===== src/rtl/multi_cycle_control_if.sv =====
// multi_cycle_control_if -- bus between the multi-cycle controller and its datapath.
//   master : controller side (drives the strobes, samples instr/ready/zero)
//   slave  : datapath side
//   instr[15:0], imem_ready, dmem_ready, zero  datapath -> controller
//   ALUOp[1:0], Function[3:0]                  ALU control decoder inputs
//   ir_write, pc_write, mem_read, mem_write,
//   reg_write, mem_to_reg, reg_dst, alu_src_imm datapath strobes and selects
//   illegal, timeout                           one-cycle error pulses
//   state[2:0]                                 current FSM state (debug)
interface multi_cycle_control_if;
    logic [15:0] instr;
    logic        imem_ready;
    logic        dmem_ready;
    logic        zero;
    logic [1:0]  ALUOp;
    logic [3:0]  Function;
    logic        ir_write;
    logic        pc_write;
    logic        mem_read;
    logic        mem_write;
    logic        reg_write;
    logic        mem_to_reg;
    logic        reg_dst;
    logic        alu_src_imm;
    logic        illegal;
    logic        timeout;
    logic [2:0]  state;

    modport master (
        input  instr, imem_ready, dmem_ready, zero,
        output ALUOp, Function, ir_write, pc_write, mem_read, mem_write,
               reg_write, mem_to_reg, reg_dst, alu_src_imm, illegal, timeout, state
    );

    modport slave (
        output instr, imem_ready, dmem_ready, zero,
        input  ALUOp, Function, ir_write, pc_write, mem_read, mem_write,
               reg_write, mem_to_reg, reg_dst, alu_src_imm, illegal, timeout, state
    );
endinterface


===== src/rtl/multi_cycle_control.sv =====
// multi_cycle_control -- control FSM for a 16-bit multi-cycle CPU.
//   Sequences FETCH -> DECODE -> EXEC -> (MEM) -> (WB) per instruction, with a
//   bounded wait on imem_ready / dmem_ready that aborts to FETCH after TIMEOUT
//   cycles.
// Parameters:
//   TIMEOUT  maximum wait cycles for a ready input before abort (1..255)
// Ports:
//   clk      rising-edge clock
//   reset    asynchronous, active-high
//   bus      multi_cycle_control_if.master (instr/ready/zero in, strobes out)
// Build option:
//   MCC_HALT_EN  when defined, opcode 1111 enters HALT (held until reset);
//                otherwise 1111 is decoded as illegal.
module multi_cycle_control #(
    parameter int unsigned TIMEOUT = 15
) (
    input  logic                   clk,
    input  logic                   reset,
    multi_cycle_control_if.master  bus
);

    typedef enum logic [2:0] {
        FETCH  = 3'd0,
        DECODE = 3'd1,
        EXEC   = 3'd2,
        MEM    = 3'd3,
        WB     = 3'd4,
        HALT   = 3'd5
    } state_t;

    typedef enum logic [3:0] {
        OP_R    = 4'b0000,
        OP_LW   = 4'b0001,
        OP_SW   = 4'b0010,
        OP_BEQ  = 4'b0011,
        OP_ADDI = 4'b0100,
        OP_ORI  = 4'b0101,
        OP_JMP  = 4'b0110,
        OP_HALT = 4'b1111
    } op_t;

    localparam logic [7:0] WAIT_LAST = 8'(TIMEOUT - 1);

    state_t      cur, nxt;
    logic [3:0]  opcode;
    logic [3:0]  fn_q;
    logic [7:0]  wait_cnt;
    logic        wait_expired;

    logic [1:0]  alu_op;
    logic        ir_write, pc_write, mem_read, mem_write;
    logic        reg_write, mem_to_reg, reg_dst, alu_src_imm;
    logic        illegal, timeout;

    // Only opcode and function fields are decoded here.
    logic unused_instr_bits;
    assign unused_instr_bits = ^bus.instr[11:4];

    // Counter value at which one more not-ready cycle reaches TIMEOUT.
    assign wait_expired = (wait_cnt == WAIT_LAST);

    always_ff @(posedge clk or posedge reset) begin
        if (reset) begin
            cur      <= FETCH;
            opcode   <= '0;
            fn_q     <= '0;
            wait_cnt <= '0;
        end else begin
            cur <= nxt;
            if (ir_write) begin
                opcode <= bus.instr[15:12];
                fn_q   <= bus.instr[3:0];
            end
            // Any state change (including the FETCH->FETCH abort) restarts the wait.
            if (nxt != cur || timeout) begin
                wait_cnt <= '0;
            end else if ((cur == FETCH && !bus.imem_ready) ||
                         (cur == MEM   && !bus.dmem_ready)) begin
                wait_cnt <= wait_cnt + 8'd1;
            end
        end
    end

    // ir_write/pc_write in FETCH and the timeout pulse are qualified by the
    // ready input of the same cycle so that an immediately-ready fetch costs a
    // single cycle and ready on the last allowed cycle still completes.
    always_comb begin
        nxt         = cur;
        alu_op      = 2'b00;
        ir_write    = 1'b0;
        pc_write    = 1'b0;
        mem_read    = 1'b0;
        mem_write   = 1'b0;
        reg_write   = 1'b0;
        mem_to_reg  = 1'b0;
        reg_dst     = 1'b0;
        alu_src_imm = 1'b0;
        illegal     = 1'b0;
        timeout     = 1'b0;

        case (cur)
            FETCH: begin
                mem_read = 1'b1;
                if (bus.imem_ready) begin
                    ir_write = 1'b1;
                    pc_write = 1'b1;
                    nxt      = DECODE;
                end else if (wait_expired) begin
                    timeout = 1'b1;
                end
            end
            DECODE: begin
                case (opcode)
                    OP_R, OP_LW, OP_SW, OP_BEQ, OP_ADDI, OP_ORI, OP_JMP: nxt = EXEC;
`ifdef MCC_HALT_EN
                    OP_HALT: nxt = HALT;
`endif
                    default: begin
                        illegal = 1'b1;
                        nxt     = FETCH;
                    end
                endcase
            end
            EXEC: begin
                case (opcode)
                    OP_LW, OP_SW: begin
                        alu_op      = 2'b11;
                        alu_src_imm = 1'b1;
                        nxt         = MEM;
                    end
                    OP_ADDI: begin
                        alu_op      = 2'b11;
                        alu_src_imm = 1'b1;
                        nxt         = WB;
                    end
                    OP_ORI: begin
                        alu_op      = 2'b10;
                        alu_src_imm = 1'b1;
                        nxt         = WB;
                    end
                    OP_BEQ: begin
                        alu_op   = 2'b01;
                        pc_write = bus.zero;
                        nxt      = FETCH;
                    end
                    OP_JMP: begin
                        pc_write = 1'b1;
                        nxt      = FETCH;
                    end
                    default: nxt = WB;
                endcase
            end
            MEM: begin
                mem_read  = (opcode == OP_LW);
                mem_write = (opcode == OP_SW);
                if (bus.dmem_ready) begin
                    nxt = (opcode == OP_LW) ? WB : FETCH;
                end else if (wait_expired) begin
                    timeout = 1'b1;
                    nxt     = FETCH;
                end
            end
            WB: begin
                reg_write  = 1'b1;
                reg_dst    = (opcode == OP_R);
                mem_to_reg = (opcode == OP_LW);
                nxt        = FETCH;
            end
            HALT: nxt = HALT;
            default: nxt = FETCH;
        endcase

        // Reset blanks every strobe immediately, independent of the clock.
        if (reset) begin
            alu_op      = 2'b00;
            ir_write    = 1'b0;
            pc_write    = 1'b0;
            mem_read    = 1'b0;
            mem_write   = 1'b0;
            reg_write   = 1'b0;
            mem_to_reg  = 1'b0;
            reg_dst     = 1'b0;
            alu_src_imm = 1'b0;
            illegal     = 1'b0;
            timeout     = 1'b0;
        end
    end

    assign bus.ALUOp       = alu_op;
    assign bus.Function    = fn_q;
    assign bus.ir_write    = ir_write;
    assign bus.pc_write    = pc_write;
    assign bus.mem_read    = mem_read;
    assign bus.mem_write   = mem_write;
    assign bus.reg_write   = reg_write;
    assign bus.mem_to_reg  = mem_to_reg;
    assign bus.reg_dst     = reg_dst;
    assign bus.alu_src_imm = alu_src_imm;
    assign bus.illegal     = illegal;
    assign bus.timeout     = timeout;
    assign bus.state       = cur;

endmodule


===== src/flat_wrapper.sv =====
// flat-port wrapper written by rule: the top's interface ports become plain ports
module multi_cycle_control_flat 
#(
    parameter int unsigned TIMEOUT = 15
)
  (clk, reset, bus_instr, bus_imem_ready, bus_dmem_ready, bus_zero, bus_ALUOp, bus_Function, bus_ir_write, bus_pc_write, bus_mem_read, bus_mem_write, bus_reg_write, bus_mem_to_reg, bus_reg_dst, bus_alu_src_imm, bus_illegal, bus_timeout, bus_state);
  multi_cycle_control_if bus_i ();
  input  logic clk;
  input  logic reset;
  input wire logic [$bits(bus_i.instr)-1:0] bus_instr;
  input wire logic [$bits(bus_i.imem_ready)-1:0] bus_imem_ready;
  input wire logic [$bits(bus_i.dmem_ready)-1:0] bus_dmem_ready;
  input wire logic [$bits(bus_i.zero)-1:0] bus_zero;
  output wire logic [$bits(bus_i.ALUOp)-1:0] bus_ALUOp;
  output wire logic [$bits(bus_i.Function)-1:0] bus_Function;
  output wire logic [$bits(bus_i.ir_write)-1:0] bus_ir_write;
  output wire logic [$bits(bus_i.pc_write)-1:0] bus_pc_write;
  output wire logic [$bits(bus_i.mem_read)-1:0] bus_mem_read;
  output wire logic [$bits(bus_i.mem_write)-1:0] bus_mem_write;
  output wire logic [$bits(bus_i.reg_write)-1:0] bus_reg_write;
  output wire logic [$bits(bus_i.mem_to_reg)-1:0] bus_mem_to_reg;
  output wire logic [$bits(bus_i.reg_dst)-1:0] bus_reg_dst;
  output wire logic [$bits(bus_i.alu_src_imm)-1:0] bus_alu_src_imm;
  output wire logic [$bits(bus_i.illegal)-1:0] bus_illegal;
  output wire logic [$bits(bus_i.timeout)-1:0] bus_timeout;
  output wire logic [$bits(bus_i.state)-1:0] bus_state;
  assign bus_i.instr = bus_instr;
  assign bus_i.imem_ready = bus_imem_ready;
  assign bus_i.dmem_ready = bus_dmem_ready;
  assign bus_i.zero = bus_zero;
  assign bus_ALUOp = bus_i.ALUOp;
  assign bus_Function = bus_i.Function;
  assign bus_ir_write = bus_i.ir_write;
  assign bus_pc_write = bus_i.pc_write;
  assign bus_mem_read = bus_i.mem_read;
  assign bus_mem_write = bus_i.mem_write;
  assign bus_reg_write = bus_i.reg_write;
  assign bus_mem_to_reg = bus_i.mem_to_reg;
  assign bus_reg_dst = bus_i.reg_dst;
  assign bus_alu_src_imm = bus_i.alu_src_imm;
  assign bus_illegal = bus_i.illegal;
  assign bus_timeout = bus_i.timeout;
  assign bus_state = bus_i.state;
  multi_cycle_control #(.TIMEOUT(TIMEOUT)) u_core (.clk(clk), .reset(reset), .bus(bus_i));
endmodule

===== config.mk =====
export PLATFORM = sky130hd
export DESIGN_NAME = multi_cycle_control_flat
export DESIGN_NICKNAME = d
export VERILOG_FILES = /design/src/rtl/multi_cycle_control_if.sv /design/src/rtl/multi_cycle_control.sv /design/src/flat_wrapper.sv
export SDC_FILE = /design/constraint.sdc
export NUM_CORES = 1
export LEC_CHECK = 0
export CAP_MARGIN = 20
export CELL_PAD_IN_SITES_DETAIL_PLACEMENT = 0
export CELL_PAD_IN_SITES_GLOBAL_PLACEMENT = 1
export CORE_MARGIN = 10
export CORE_UTILIZATION = 32
export DETAILED_ROUTE_END_ITERATION = 8
export HOLD_SLACK_MARGIN = 0.02
export PLACE_DENSITY_LB_ADDON = 0.1
export SLEW_MARGIN = 25
export SYNTH_ARGS = -nofsm -noshare
export SYNTH_HDL_FRONTEND = slang
export SYNTH_SLANG_ARGS = --single-unit

===== constraint.sdc =====
create_clock -name clk -period 2.4 [get_ports clk]
set_input_delay 0.36 -clock clk [delete_from_list [all_inputs] [get_ports clk]]
set_output_delay 0.36 -clock clk [all_outputs]
set_load 0.01 [all_outputs]

==> key figures, run 1 <==
Pwr
  – Pwr/cell area: 1000 mW/mm²
  – Worst vdd ir: 0.000489 V
  – Leak: 0.000816 µW

Job
  – Total of max-cap violations: 0

Place
  – HPWL after detailed placement: 2.38 mm
  – Port Buf Inserts: 31
  – Placed Instances: 222
  – GP Congestion: 0.718

Setup path
  – Worst Setup SP: u_core.bus.state[1]
  – CP Launch Type: flop
  – Arr. time, crit path: 1.92 ns
  – Reg2Reg Launch Point: u_core.wait_cnt[4]
  – Max FO, Critical Path: 13
  – Critical path capture point type: output port
  – Critical path type: flop to output port
  – Critical Path RT: 2.04 ns

Clock tree
  – Clock tree buffer depth: 2
  – TritonCTS clock tree: done
  – Hold buffers post-CTS: 0
  – Worst skew pair latency: 0.26 ns
  – H-tree Lvls: 1
  – CTS Sinks: 19
  – Clock buffer count from CTS: 3
  – Worst-path clk slew: 0.08 ns
  – Root Buffer: clkbuf_8

Floorplan
  – Die area: 0.00655 mm²
  – Initial Util: 0.327
  – Core ar.: 0.00363 mm²
  – Die width: 80.9 µm
  – Die Ht: 80.9 µm
  – Io pins: 40
  – # rows: 22

STA
  – Worst Skew: 0.00527 ns
  – Final hold slack: 0.485 ns
  – Final Hold Viols: 0
  – Final period utilization: 0.950
  – Worst Tran Pin Value: 0.737 ns
  – Slew HR: 0.508
  – Max frequency: 439 MHz
  – Final setup violation count: 0
  – Period minus WS final: 2.28 ns
  – Unrepaired setup endpoints after global routing: true
  – Final slew viol count: 0

Drt
  – Initial drt markers: 50
  – Wirelength per Cell: 13.7 µm
  – Drt drc: 0
  – Total number of vias: 1131
  – Via density: 4.96
  – First-pass detailed-route iteration total: 4
  – Final wirelength: 3.13 mm
  – Post-route ant nets: 0

Yosys
  – Avg Cell Area, Syn: 8.42 µm²
  – Synth warn: 0
  – XOR/XNOR Fraction of Synth Area: 0.0664
  – Post-synthesis mux area share: 0.00843
  – Sequential share of the synthesized area: 0.400
  – Post-Synth Adder-Cell Area: 0.0211
  – Async set or reset register ratio after synthesis: 1.00
  – Synth cell types: 41
  – Post-synthesis compound-gate area fraction: 0.141
  – Gate Count Post-Synth: 141
  – Seq cells post-synth: 19
  – Ys flop type: dfrtp_1
  – Post-synth EDFFs: 0
  – Synth Cell Area: 0.00119 mm²
  – Synthesized Nets: 164
  – Post-Synth Simple-Gate Area: 0.299
  – Largest family of logic cells by synthesized area: simple AND/OR/NAND/NOR gates

Global routing
  – Vias in the first global route: 1098
  – Initial antenna violation count: 0
  – GRT overflow: 0
  – First-pass GRT wire length: 5.10 mm
  – Total GRT Usage: 0.0957
  – Largest net degree at the start of global routing: 20

Layout
  – Reg area: 482 µm²
  – Layout Nets: 204
  – Most common cell after layout, fill and taps aside: nand2_1
  – Fillers: 369
  – Layout cell share with drive strength beyond 1: 0.178
  – Area occupied by multi-input gates: 666 µm²
  – Non-Filler Instances: 228
  – Synth-to-layout area growth: 42.1%
  – Most frequent cells in the layout: 29 x nand2_1, 26 x clkdlybuf4s50_1, 16 x nor2_1
  – Ant diodes: 0

Hold path
  – Worst hold start: u_core.bus.Function[3]
  – Path type of the worst min-delay path: flop to flop

Outcome
  – Status: finished, final reports clean
-- routing by layer --
layer,vias to the layer above,part of all wire,global-route usage
li1,566,-,-
met4,0,0.010,0.0311
met1,532,0.46,0.117
met3,4,0.083,0.0375
met5,-,0,0
met2,29,0.44,0.150
-- cell usage after synthesis (2+ instances only) --
master,instances,share of area
ha_1,2,0.021
inv_1,6,0.019
o21ai_0,8,0.034
nor3_1,4,0.017
a211oi_1,2,0.013
a311oi_1,2,0.015
buf_2,2,0.0084
nand3_1,3,0.013
nand4_1,5,0.026
nor2_1,16,0.051
a21oi_1,3,0.013
xnor2_1,2,0.015
and3_1,2,0.011
nand2_1,29,0.092
and2_2,2,0.013
buf_6,2,0.019
dfrtp_1,19,0.40
a31oi_1,2,0.011
xor2_1,7,0.052
o21a_1,2,0.013
-- worst max-delay path, stage by stage (launching register included) --
cell	delay (ns)
dfrtp_2	0.50
nor3_4	0.22
buf_4	0.14
nand2_1	0.04
inv_1	0.07
and3_1	0.15
clkdlybuf4s50_1	0.53
-- flip-flops by register name (all words and copies together) (netlist names) --
register             flops
u_core.opcode            4
u_core.bus.Function      4
u_core.bus.state         3
u_core.wait_cnt          8
-- kinds of logic after synthesis --
kind of cell / after synthesis
and+or+nand+nor: 72
buffers and inverters: 14
xor gates and xnor gates: 9
adders and majority gates: 2
DFF: 19
AOI/OAI and AO/OA: 24
muxes: 1
-- stage by stage --
step,instance area [µm²],utilization,worst slack (ns),power [µW],TNS [ns]
floorplan,1190,-,0.545,1090,0
global placement,1580,0.434,0.0524,1400,0
detailed placement,1580,0.434,0.0377,1410,0
CTS,1640,0.450,0.0105,1650,0
global route,1690,0.465,-0.0299,1830,-0.0299
finish,1690,0.465,0.120,1690,0
-- area by class of cell --
type / instances / share of cell area
clock inverter: 1 / 0.00445
sequential: 19 / 0.285
multi-input combinational: 108 / 0.394
tap: 48 / 0.0356
clock buffer: 3 / 0.0245
timing repair buffer: 42 / 0.240
inverter: 7 / 0.0156
-- where the power goes --
part | internal (µW) | total (µW) | switching [µW]
combinational | 439 | 895 | 457
sequential | 425 | 567 | 142
clock | 117 | 228 | 111
-- path summary, 6_finish.rpt --
path | cells past startpoint | end | slack, ns
min reg2reg | 2 | u_core.bus.Function[3] | 0.49
min | 2 | u_core.bus.Function[3] | 0.49
max reg2reg | 5 | u_core.wait_cnt[1] | 0.41
max | 6 | bus_reg_dst | 0.12
max in group asynchronous | 3 | u_core.opcode[3] | 1.13
min in group asynchronous | 3 | u_core.wait_cnt[5] | 0.76
-- what timing repair did --
action / 4_1_cts / 5_1_grt
pin swaps: 0 / 0
gates cloned: 0 / 0
setup buffers: 0 / 2
gates resized for setup: 3 / 12
setup endpoints to repair: 5 / 9
Note: power is estimated with default switching activity, not from simulation.
==> run 2: changes to the inputs <==
- CAP_MARGIN: 20 -> unset
- CORE_UTILIZATION: 32 -> 35
- clock period: 2.4 -> 2.9 ns (I/O delays scaled with it)
==> run 2 against run 1 <==
Against the previous run:
- wire length down 4.4%
- sequential share of layout area up 2.2 points
- core utilization up 0.30 points
- design area shrank 8.3%
- hold slack better by 0.0013 ns
- clock power shrank 41%
- critical path depth down 2
- largest cell class unchanged
- largest power group unchanged
- highest routed layer unchanged
==> key figures, run 2 (synthesized netlist as in run 1, its figures left out) <==
Global routing
  – First-pass GRT wire length: 5.11 mm (was 5.10 mm)
  – Largest net degree at the start of global routing: 20 (unchanged)
  – GRT overflow: 0 (unchanged)
  – Total GRT Usage: 0.0986 (was 0.0957)
  – Initial antenna violation count: 0 (unchanged)
  – Vias in the first global route: 1053 (was 1098)

STA
  – Max frequency: 367 MHz
  – Final Hold Viols: 0 (unchanged)
  – Worst Tran Pin Value: 0.730 ns (was 0.737 ns)
  – Final period utilization: 0.939
  – Final setup violation count: 0 (unchanged)
  – Period minus WS final: 2.72 ns
  – Final slew viol count: 0 (unchanged)
  – Setup TNS: 0 ns (unchanged)
  – Final hold slack: 0.487 ns (was 0.485 ns)
  – Slew HR: 0.513 (was 0.508)
  – Unrepaired setup endpoints after global routing: false (was true)
  – Slack of the critical path: 0.178 ns (was 0.120 ns)
  – Worst Skew: 0.00230 ns (was 0.00527 ns)

Layout
  – Ant diodes: 0 (unchanged)
  – Layout Nets: 195 (was 204)
  – Post-layout util: 0.467 (was 0.465)
  – Fillers: 349 (was 369)
  – Most frequent cells in the layout: 31 x clkdlybuf4s50_1, 29 x nand2_1, 19 x dfrtp_1 (was 29 x nand2_1, 26 x clkdlybuf4s50_1, 16 x nor2_1)
  – Top reg by flops: u_core.wait_cnt (unchanged)
  – Max reg flops: 8 (unchanged)
  – Layout cell share with drive strength beyond 1: 0.0760 (was 0.178)
  – Most common cell after layout, fill and taps aside: clkdlybuf4s50_1 (was nand2_1)
  – Synth-to-layout area growth: 30.3% (was 42.1%)

Place
  – HPWL after detailed placement: 2.30 mm (was 2.38 mm)
  – Dpl ws: 0.241 ns (was 0.0377 ns)
  – Port Buf Inserts: 31 (unchanged)
  – GP Congestion: 0.794 (was 0.718)

Setup path
  – CP Launch Type: flop (unchanged)
  – Max FO, Critical Path: 11 (was 13)
  – Critical path type: flop to output port (unchanged)
  – Slowest library cell on the worst path: dfrtp_1 (was clkdlybuf4s50_1)
  – R2R depth: 5 (unchanged)
  – Arr. time, crit path: 2.29 ns (was 1.92 ns)
  – Critical path capture point type: output port (unchanged)
  – Critical Path RT: 2.47 ns (was 2.04 ns)
  – Critical Path Max Stage Delay: 0.58 ns (was 0.53 ns)
  – Critical path cell sequence: nor4b_1 > a21oi_1 > nor3_1 > clkdlybuf4s50_1 (was nor3_4 > buf_4 > nand2_1 > inv_1 > and3_1 > clkdlybuf4s50_1)

Pwr
  – Pwr/cell area: 805 mW/mm² (was 1000 mW/mm²)
  – Leak: 0.000676 µW (was 0.000816 µW)
  – Worst vdd ir: 0.000422 V (was 0.000489 V)

Floorplan
  – # rows: 21 (was 22)
  – Die Ht: 78.2 µm (was 80.9 µm)
  – Die area: 0.00612 mm² (was 0.00655 mm²)
  – Core ar.: 0.00331 mm² (was 0.00363 mm²)
  – Initial Util: 0.359 (was 0.327)
  – Die width: 78.2 µm (was 80.9 µm)
  – Io pins: 40 (unchanged)

Job
  – Total of max-cap violations: 0 (unchanged)

Drt
  – Drt drc: 0 (unchanged)
  – Post-route ant nets: 0 (unchanged)
  – Via density: 5.10 (was 4.96)
  – Total number of vias: 1107 (was 1131)
  – First-pass detailed-route iteration total: 4 (unchanged)
  – Wirelength per Cell: 13.8 µm (was 13.7 µm)
  – Final wirelength: 2.99 mm (was 3.13 mm)
  – Initial drt markers: 75 (was 50)

Clock tree
  – Clock buffer count from CTS: 3 (unchanged)
  – TritonCTS clock tree: done (unchanged)
  – H-tree Lvls: 1 (unchanged)
  – Worst-path clk slew: 0.11 ns (was 0.08 ns)
  – Worst skew pair latency: 0.30 ns (was 0.26 ns)
  – Cts repair resizes: 0 (was 3)
  – CTS Sinks: 19 (unchanged)
  – Root Buffer: clkbuf_4 (was clkbuf_8)
  – Hold buffers post-CTS: 0 (unchanged)
  – Clock tree buffer depth: 2 (unchanged)
  – Setup bufs post-CTS: 0 (unchanged)

Hold path
  – Cells on Worst Hold Path: 2 (unchanged)
  – Path type of the worst min-delay path: flop to flop (unchanged)

Outcome
  – Status: finished, final reports clean (unchanged)
run 2: cell count changes in the layout (fill, tap and decap cells not counted), sizes merged:
cell,before,now
buf,11,2
clkbuf,3,4
clkdlybuf4s50,26,31
clkinvlp,1,0
dlymetal6s2s,5,0
run 2: area by class of cell:
| cell class | instances | area (µm²) | share of cell area |
|---|---|---|---|
| Timing Repair Buffer | 33 | 325 | 0.210 |
| Multi-Input combinational cell | 108 | 637 | 0.411 |
| Clock buffer | 4 | 26.3 | 0.0170 |
| Sequential cell | 19 | 475 | 0.307 |
| Inverter | 7 | 26.3 | 0.0170 |
| Tap cell | 46 | 57.6 | 0.0372 |
run 2: stage by stage:
stage,area (µm²),power (µW),cells
2_1_floorplan,1190,900,141
3_3_place_gp,1520,1100,213
3_5_place_dp,1520,1120,213
4_1_cts,1550,1260,217
5_1_grt,1550,1360,217
6_report,1550,1250,217
run 2: final timing paths:
path	startpoint	endpoint	slack [ns]
max	u_core.opcode[0]	bus_mem_read	0.18
max reg2reg	u_core.wait_cnt[4]	u_core.wait_cnt[1]	0.89
min in group asynchronous	reset	u_core.bus.state[2]	0.71
min reg2reg	u_core.bus.Function[0]	u_core.bus.Function[0]	0.49
max in group asynchronous	reset	u_core.wait_cnt[6]	1.73
min	u_core.bus.Function[0]	u_core.bus.Function[0]	0.49
run 2: routing by layer:
layer,global-route usage,part of all wire
met2,0.153,0.48
met5,0,0
met3,0.0353,0.067
met4,0.0269,0.0070
met1,0.126,0.45
run 2: power by group:
| group | leakage (µW) | switching (µW) | internal [µW] |
|---|---|---|---|
| sequential | 0.000250 | 152 | 344 |
| clock | 0.0000150 | 81.2 | 53.6 |
| combinational | 0.000411 | 316 | 299 |
| total | 0.000676 | 549 | 696 |
run 2: worst max-delay path: cells and delay by family (launching register included):
| kind | cells | cell delay, ns |
|---|---|---|
| simple gates | 2 | 0.71 |
| flops | 1 | 0.58 |
| buf+inv | 1 | 0.57 |
| compound gates | 1 | 0.14 |
